File: src/rtl/imm_gen_pipe_if.sv
// imm_gen_pipe_if: upstream/downstream handshake bundle of the immediate generator.
// slave = the generator itself, master = the surrounding pipeline.
interface imm_gen_pipe_if #(
    parameter int XLEN  = 32,
    parameter int TAG_W = 5
);
    logic             in_valid;
    logic             in_ready;
    logic [31:0]      in_instr;
    logic [TAG_W-1:0] in_tag;
    logic             out_valid;
    logic             out_ready;
    logic [XLEN-1:0]  out_imm;
    logic [2:0]       out_fmt;
    logic             out_err;
    logic [TAG_W-1:0] out_tag;

    modport slave (
        input  in_valid,
        input  in_instr,
        input  in_tag,
        input  out_ready,
        output in_ready,
        output out_valid,
        output out_imm,
        output out_fmt,
        output out_err,
        output out_tag
    );

    modport master (
        output in_valid,
        output in_instr,
        output in_tag,
        output out_ready,
        input  in_ready,
        input  out_valid,
        input  out_imm,
        input  out_fmt,
        input  out_err,
        input  out_tag
    );
endinterface

File: src/rtl/imm_gen_pipe.sv
// imm_gen_pipe: RISC-V immediate decoder feeding a 2-entry in-order FIFO.
// Optional macro IMM_GEN_CSR_EN adds the Z (CSR zimm) format.
module imm_gen_pipe #(
    parameter int XLEN  = 32,
    parameter int TAG_W = 5
) (
    input  logic         clk,
    input  logic         rst,
    input  logic         flush,
    imm_gen_pipe_if.slave bus
);
    localparam logic [2:0] FMT_NONE = 3'd0;
    localparam logic [2:0] FMT_I    = 3'd1;
    localparam logic [2:0] FMT_S    = 3'd2;
    localparam logic [2:0] FMT_B    = 3'd3;
    localparam logic [2:0] FMT_U    = 3'd4;
    localparam logic [2:0] FMT_J    = 3'd5;
    localparam logic [2:0] FMT_Z    = 3'd6;

    localparam logic [6:0] OP_IMM   = 7'b0010011;
    localparam logic [6:0] OP_LOAD  = 7'b0000011;
    localparam logic [6:0] OP_JALR  = 7'b1100111;
    localparam logic [6:0] OP_SYS   = 7'b1110011;
    localparam logic [6:0] OP_STORE = 7'b0100011;
    localparam logic [6:0] OP_BR    = 7'b1100011;
    localparam logic [6:0] OP_LUI   = 7'b0110111;
    localparam logic [6:0] OP_AUIPC = 7'b0010111;
    localparam logic [6:0] OP_JAL   = 7'b1101111;

    logic [31:0]     ins;
    logic [2:0]      dec_fmt;
    logic [31:0]     raw;
    logic [XLEN-1:0] dec_imm;
    logic            dec_err;

    assign ins = bus.in_instr;

    always_comb begin
        dec_fmt = FMT_NONE;
        unique case (ins[6:0])
            OP_IMM, OP_LOAD, OP_JALR: dec_fmt = FMT_I;
            OP_SYS: begin
`ifdef IMM_GEN_CSR_EN
                dec_fmt = ins[14] ? FMT_Z : FMT_I;
`else
                dec_fmt = FMT_I;
`endif
            end
            OP_STORE:        dec_fmt = FMT_S;
            OP_BR:           dec_fmt = FMT_B;
            OP_LUI, OP_AUIPC: dec_fmt = FMT_U;
            OP_JAL:          dec_fmt = FMT_J;
            default:         dec_fmt = FMT_NONE;
        endcase
    end

    // raw holds the 32-bit sign-extended form; widening to XLEN keeps the sign
    always_comb begin
        raw = '0;
        case (dec_fmt)
            FMT_I: raw = {{20{ins[31]}}, ins[31:20]};
            FMT_S: raw = {{20{ins[31]}}, ins[31:25], ins[11:7]};
            FMT_B: raw = {{19{ins[31]}}, ins[31], ins[7],
                          ins[30:25], ins[11:8], 1'b0};
            FMT_U: raw = {ins[31:12], 12'b0};
            FMT_J: raw = {{11{ins[31]}}, ins[31], ins[19:12],
                          ins[20], ins[30:21], 1'b0};
            default: raw = '0;
        endcase
    end

    assign dec_imm = (dec_fmt == FMT_Z) ? XLEN'(ins[19:15])
                                        : XLEN'(signed'(raw));
    assign dec_err = (dec_fmt == FMT_NONE);

    logic [XLEN-1:0]  imm_q [2];
    logic [2:0]       fmt_q [2];
    logic             err_q [2];
    logic [TAG_W-1:0] tag_q [2];
    logic [1:0]       cnt_q, cnt_d;
    logic             wptr_q, wptr_d;
    logic             rptr_q, rptr_d;
    logic             push, pop;

    assign bus.in_ready  = (cnt_q < 2'd2) && !flush;
    assign bus.out_valid = (cnt_q != 2'd0);
    assign push = bus.in_valid && bus.in_ready;
    assign pop  = bus.out_valid && bus.out_ready && !flush;

    always_comb begin
        cnt_d  = cnt_q;
        wptr_d = wptr_q;
        rptr_d = rptr_q;
        if (flush) begin
            cnt_d  = 2'd0;
            wptr_d = 1'b0;
            rptr_d = 1'b0;
        end else begin
            if (push) wptr_d = ~wptr_q;
            if (pop)  rptr_d = ~rptr_q;
            case ({push, pop})
                2'b10:   cnt_d = cnt_q + 2'd1;
                2'b01:   cnt_d = cnt_q - 2'd1;
                default: cnt_d = cnt_q;
            endcase
        end
    end

    always_ff @(posedge clk) begin
        if (rst) begin
            cnt_q  <= 2'd0;
            wptr_q <= 1'b0;
            rptr_q <= 1'b0;
            for (int i = 0; i < 2; i++) begin
                imm_q[i] <= '0;
                fmt_q[i] <= '0;
                err_q[i] <= 1'b0;
                tag_q[i] <= '0;
            end
        end else begin
            cnt_q  <= cnt_d;
            wptr_q <= wptr_d;
            rptr_q <= rptr_d;
            if (push) begin
                imm_q[wptr_q] <= dec_imm;
                fmt_q[wptr_q] <= dec_fmt;
                err_q[wptr_q] <= dec_err;
                tag_q[wptr_q] <= bus.in_tag;
            end
        end
    end

    assign bus.out_imm = imm_q[rptr_q];
    assign bus.out_fmt = fmt_q[rptr_q];
    assign bus.out_err = err_q[rptr_q];
    assign bus.out_tag = tag_q[rptr_q];
endmodule

File: src/flat_wrapper.sv
// flat-port wrapper written by rule: the top's interface ports become plain ports
module imm_gen_pipe_flat 
#(
    parameter int XLEN  = 32,
    parameter int TAG_W = 5
)
  (clk, rst, flush, bus_in_valid, bus_in_instr, bus_in_tag, bus_out_ready, bus_in_ready, bus_out_valid, bus_out_imm, bus_out_fmt, bus_out_err, bus_out_tag);
  imm_gen_pipe_if #(.XLEN(XLEN), .TAG_W(TAG_W)) bus_i ();
  input  logic clk;
  input  logic rst;
  input  logic flush;
  input wire logic [$bits(bus_i.in_valid)-1:0] bus_in_valid;
  input wire logic [$bits(bus_i.in_instr)-1:0] bus_in_instr;
  input wire logic [$bits(bus_i.in_tag)-1:0] bus_in_tag;
  input wire logic [$bits(bus_i.out_ready)-1:0] bus_out_ready;
  output wire logic [$bits(bus_i.in_ready)-1:0] bus_in_ready;
  output wire logic [$bits(bus_i.out_valid)-1:0] bus_out_valid;
  output wire logic [$bits(bus_i.out_imm)-1:0] bus_out_imm;
  output wire logic [$bits(bus_i.out_fmt)-1:0] bus_out_fmt;
  output wire logic [$bits(bus_i.out_err)-1:0] bus_out_err;
  output wire logic [$bits(bus_i.out_tag)-1:0] bus_out_tag;
  assign bus_i.in_valid = bus_in_valid;
  assign bus_i.in_instr = bus_in_instr;
  assign bus_i.in_tag = bus_in_tag;
  assign bus_i.out_ready = bus_out_ready;
  assign bus_in_ready = bus_i.in_ready;
  assign bus_out_valid = bus_i.out_valid;
  assign bus_out_imm = bus_i.out_imm;
  assign bus_out_fmt = bus_i.out_fmt;
  assign bus_out_err = bus_i.out_err;
  assign bus_out_tag = bus_i.out_tag;
  imm_gen_pipe #(.XLEN(XLEN), .TAG_W(TAG_W)) u_core (.clk(clk), .rst(rst), .flush(flush), .bus(bus_i));
endmodule
File: config.mk
export PLATFORM = sky130hd
export DESIGN_NAME = imm_gen_pipe_flat
export DESIGN_NICKNAME = d
export VERILOG_FILES = /design/src/rtl/imm_gen_pipe_if.sv /design/src/rtl/imm_gen_pipe.sv /design/src/flat_wrapper.sv
export SDC_FILE = /design/constraint.sdc
export NUM_CORES = 1
export LEC_CHECK = 0
export ABC_AREA = 0
export BUFFER_PORTS_ARGS = -buffer_cell sky130_fd_sc_hd__buf_2
export CELL_PAD_IN_SITES_DETAIL_PLACEMENT = 1
export CELL_PAD_IN_SITES_GLOBAL_PLACEMENT = 1
export CORE_ASPECT_RATIO = 1.4
export CORE_MARGIN = 2
export CORE_UTILIZATION = 35
export DETAILED_ROUTE_END_ITERATION = 12
export GPL_ROUTABILITY_DRIVEN = 1
export PLACE_DENSITY_LB_ADDON = 0.12
export RECOVER_POWER = 25
export SLEW_MARGIN = 20
export SYNTH_ARGS = -nofsm -noshare
export SYNTH_HDL_FRONTEND = slang
export SYNTH_SLANG_ARGS = --single-unit
File: constraint.sdc
create_clock -name clk -period 4.66 [get_ports clk]
set_clock_uncertainty 0.1 [all_clocks]
set_input_delay 0.932 -clock clk [delete_from_list [all_inputs] [get_ports clk]]
set_output_delay 0.932 -clock clk [all_outputs]
set_load 0.02 [all_outputs]
# [Yosys cells after proc, flatten, opt, wreduce, memory -nomap -nowiden]
# Memory sizes are Yosys's and may differ from the RTL's. A register that Yosys moved wholly into a read port is not among the register bits.
# Cells that the tools add are included.
[word_totals] mem_bits_rw=82 memories=4 output_inout_bits=43 reg_bits=4
[mem_list] memory="u_core.imm_q" words=2 word_bits=32 rd=1 rd_ports_with_merged_regs=1 wr=2 line_no="imm_gen_pipe.sv:76" source="logic [XLEN-1:0] imm_q [2];"
[mem_list] memory="u_core.tag_q" words=2 word_bits=5 rd=1 rd_ports_with_merged_regs=1 wr=2 line_no="imm_gen_pipe.sv:79" source="logic [TAG_W-1:0] tag_q [2];"
[mem_list] memory="u_core.fmt_q" words=2 word_bits=3 rd=1 rd_ports_with_merged_regs=1 wr=2 line_no="imm_gen_pipe.sv:77" source="logic [2:0] fmt_q [2];"
[mem_list] memory="u_core.err_q" words=2 word_bits=1 rd=1 rd_ports_with_merged_regs=1 wr=2 line_no="imm_gen_pipe.sv:78" source="logic err_q [2];"
[op_classes] muxes=29 order_cmp=1 n_bitwise=2 reduce_logical=15 addsub=2 eq_ne=17
[op_table] op="32-bit case mux with 5 select lines" n=1
[op_table] op="32-bit two-way mux" n=2
[op_table] op="32-bit OR reduction" n=1
[op_table] op="7-bit equality test, second input constant" n=4
[op_table] op="1-bit two-way mux" n=22
[op_table] op="3-bit case mux with 5 select lines" n=1
[op_table] op="7-bit by 5-bit equality test with 1-bit output, second input constant" n=2
[op_table] op="7-bit by 6-bit equality test with 1-bit output, second input constant" n=2
[op_table] op="3-bit equality test, second input constant" n=3
[op_table] op="7-bit by 2-bit equality test with 1-bit output, second input constant" n=1
[op_table] op="3-bit by 2-bit equality test with 1-bit output, second input constant" n=2
[op_table] op="5-bit two-way mux" n=1
[op_table] op="5-bit OR reduction" n=1
[op_table] op="1-bit logical AND" n=4
[op_table] op="2-bit case mux with 2 select lines" n=1
[op_table] op="2-bit nonzero test" n=2
[op_table] op="2-bit OR reduction" n=2
[op_table] op="4-bit OR reduction" n=1
[op_table] op="3-bit by 1-bit equality test with 1-bit output, second input constant" n=1
[op_table] op="3-bit zero test" n=1
[op_table] op="3-bit two-way mux" n=1
[op_table] op="3-bit OR reduction" n=1
[op_table] op="2-bit by 1-bit adder with 2-bit output, second input constant" n=1
[op_table] op="2-bit by 1-bit equality test with 1-bit output, second input constant" n=1
[op_table] op="6 further kinds" n=7

# [Longest topological paths before layout]
[depth] depth_word=8 depth_mapped=10

# [Worst setup path before layout]
# Ideal clock, no wire load.
[synth_path] path_type="input port to flip-flop" startpoint="input flush" endpoint="memory u_core.err_q[0], enable pin" path_slack_ns=0.687 setup_ns=0.448 arrival_ns=3.425 stages=3 path_cell_list="nor2_1 > nand2_1 > o21bai_1"
[synth_rtl] item="start: declaration" line_no="flat_wrapper.sv:11" source="input logic flush;"
[synth_rtl] item="end: declaration" line_no="imm_gen_pipe.sv:78"

==> out/results.ini <==
[outcome]
status = complete, no violations

[sta]
setup_viol = 0
worstMarginPinSlew_ns = 1.47
tns_ns = 0
max_freq_mhz = 298
rsz0062_at_grt = false
fin_crit_ns = 3.35
slew_headroom_pct = 1.79
hold_slack_ns = 0.406
slew_viol_final = 0
period_share_pct = 71.9
finalHoldViolCount = 0

[placed_design]
dp_cells = 544
finalWeightedCongestion = 0.836
io_buffers = 84
dp_hpwl_mm = 7.00

[floorplan]
pin_count = 85
core_sq_um = 11700
start_util_pct = 35.6
dieArea_sq_um = 12800
row_count = 47
die_width_um = 96.3
dieHeight_um = 133

[route]
post_drt_wl_per_cell_um = 17.7
drtIter0Drc = 94
wirelength_mm = 9.93
viasPerCell = 5.06
antenna_left = 0
first_pass_iters = 4
drc = 0
num_vias = 2836

[finish]
fin_nets = 452
nFillCells = 1247
syn_to_final_growth_pct = 20.9
finalNonFillerCells = 560
drive_gt1_share_pct = 40.4
antennaDiodeCount = 0

[clock_tree]
cts_setup_buffers = 0
path_clk_slew_ns = 0.07
clk_path_buf_depth = 2
cts_tree = done
clock-sinks = 87
ctsResizeCount = 0
cts_buffers = 9
root_buffer = clkbuf_16
insertion_delay_ns = 0.34
hold_buffers = 0
h-tree-depth = 3

[synthesis]
synth_cells = 324
synthesis.area_sq_um = 4170
async_flop_share_pct = 0
synth.distinct_cells = 49
synth_edf_count = 82
synth-main-ff-cell = edfxtp_1
ys_seq_elements = 87
syn_nets = 368
ys_seq_area_share_pct = 61.4
yosys_warnings = 0
avgSynthCellArea_sq_um = 12.9

[worst_setup_path]
endpoint_kind = flip-flop
critPathKind = in2reg
critPathLaunchType = input port
startpoint = bus_in_instr[5]
worst_ep_required_time_ns = 4.75
crit_path_max_fanout = 10
rrSetupSlack_ns = 2.00
reg2reg_to = u_core.fmt_q[1][0]
arrival_ns = 3.44
r2r_start = u_core.wptr_q
r2r_cells = 2

[grt]
overflow = 0
grt_pass1_vias = 2913
antenna_found_initial = 0
grt.total_usage_pct = 16.1
grt_pass1_wl_mm = 15.3
grt_max_degree = 42

[min_path]
holdCritStartpoint = u_core.rptr_q
min_path_cells = 2
min_path_type = reg2reg

[power_and_ir_drop]
power_uw = 1780
powerDensity_nw_per_um2 = 354
p_leak_uw = 0.00196
ir_worst_vdd_v = 0.000166

[run]
max-cap-violations = 0

[sequential cells by signal, indices dropped and copies added (netlist names), named ones only]
name,cells
u_core.rptr_q,1
u_core.imm_q,64
u_core.fmt_q,6
u_core.wptr_q,1
u_core.cnt_q,2
u_core.tag_q,10
u_core.err_q,2
[per-layer routing]
layer  up-vias  track usage, %  part of all wire [%]
met5         -               0                     0
li1       1349               -                     -
met1      1407            20.2                    42
met3         9            3.22                   4.2
met4         0            4.92                   1.2
met2        71            27.4                    52
[cells in the final DEF, fill, tap and decap left out, types with 7 or more instances in the layout]
cell	Yosys	final
a21oi_1	9	9
a21oi_2	12	12
and2_1	20	17
and3_1	10	10
buf_2	6	82
clkbuf_16	0	11
edfxtp_1	82	82
mux2_2	41	41
nand2_1	7	7
nor2_1	67	67
[critical path: stages]
cell and delay, ns:
buf_2 0.16, nor2b_1 0.38, nand2_1 0.28, ha_1 0.30
and3b_1 0.25, o211ai_1 0.23, a21oi_2 0.61, a21oi_2 0.16
nor2_1 0.14
[where the power goes]
part | internal, uW | switching (uW)
clock network | 441 | 290
logic | 57.1 | 96.8
registers | 887 | 10.8
total | 1390 | 398
[through the flow]
step                      util, %  area (sq um)  setup WS (ns)
after floorplan                 -          4170          0.687
after global placement       40.5          4740           1.12
after detailed placement     40.5          4740          0.970
after CTS                    43.2          5050           1.33
after global routing         43.1          5040           1.11
final                        43.1          5040           1.31
[cells in the mapped netlist, types with 3 or more instances]
master    number  area [sq um]
clkbuf_1       4          15.0
nand2_1        7          26.3
nor2_1        67           251
buf_2          6          30.0
mux2_2        41           462
xor2_1         4          35.0
edfxtp_1      82          2460
and2_1        20           125
a21oi_2       12           105
dfxtp_1        5           100
and3_1        10          62.6
a21oi_1        9          45.0
nand3_1        5          25.0
a31oi_1        6          37.5
o21ai_0        3          15.0
[worst max-delay path by stage]
| stage | to | depth (start not counted) |
|---|---|---|
| after floorplan | u_core.err_q[0] | 3 |
| after global placement | u_core.imm_q[1][27] | 9 |
| after detailed placement | u_core.imm_q[1][29] | 9 |
| after CTS | u_core.imm_q[1][29] | 9 |
| after global routing | u_core.imm_q[1][27] | 9 |
| final | u_core.imm_q[1][27] | 9 |
[area by class of cell]
cell class	instances	area, sq um	share of cell area [%]
sequential	87	2570	50.9
multi-input combinational	220	1520	30.2
timing repair buffer	88	448	8.89
inverter	2	7.51	0.149
clock buffer	13	293	5.81
tap	147	184	3.65
clock inverter	3	21.3	0.422
[logic make-up after synthesis]
logic type	share of synthesized area (%)
AO/OA/AOI/OAI	7.35
XOR/XNOR	1.05
adder cells (fa/ha/maj)	0.600
buffers and inverters	2.07
flip-flops	61.4
multiplexers	11.3
AND/OR/NAND/NOR	16.2
Note: power is estimated with default switching activity, not from simulation.
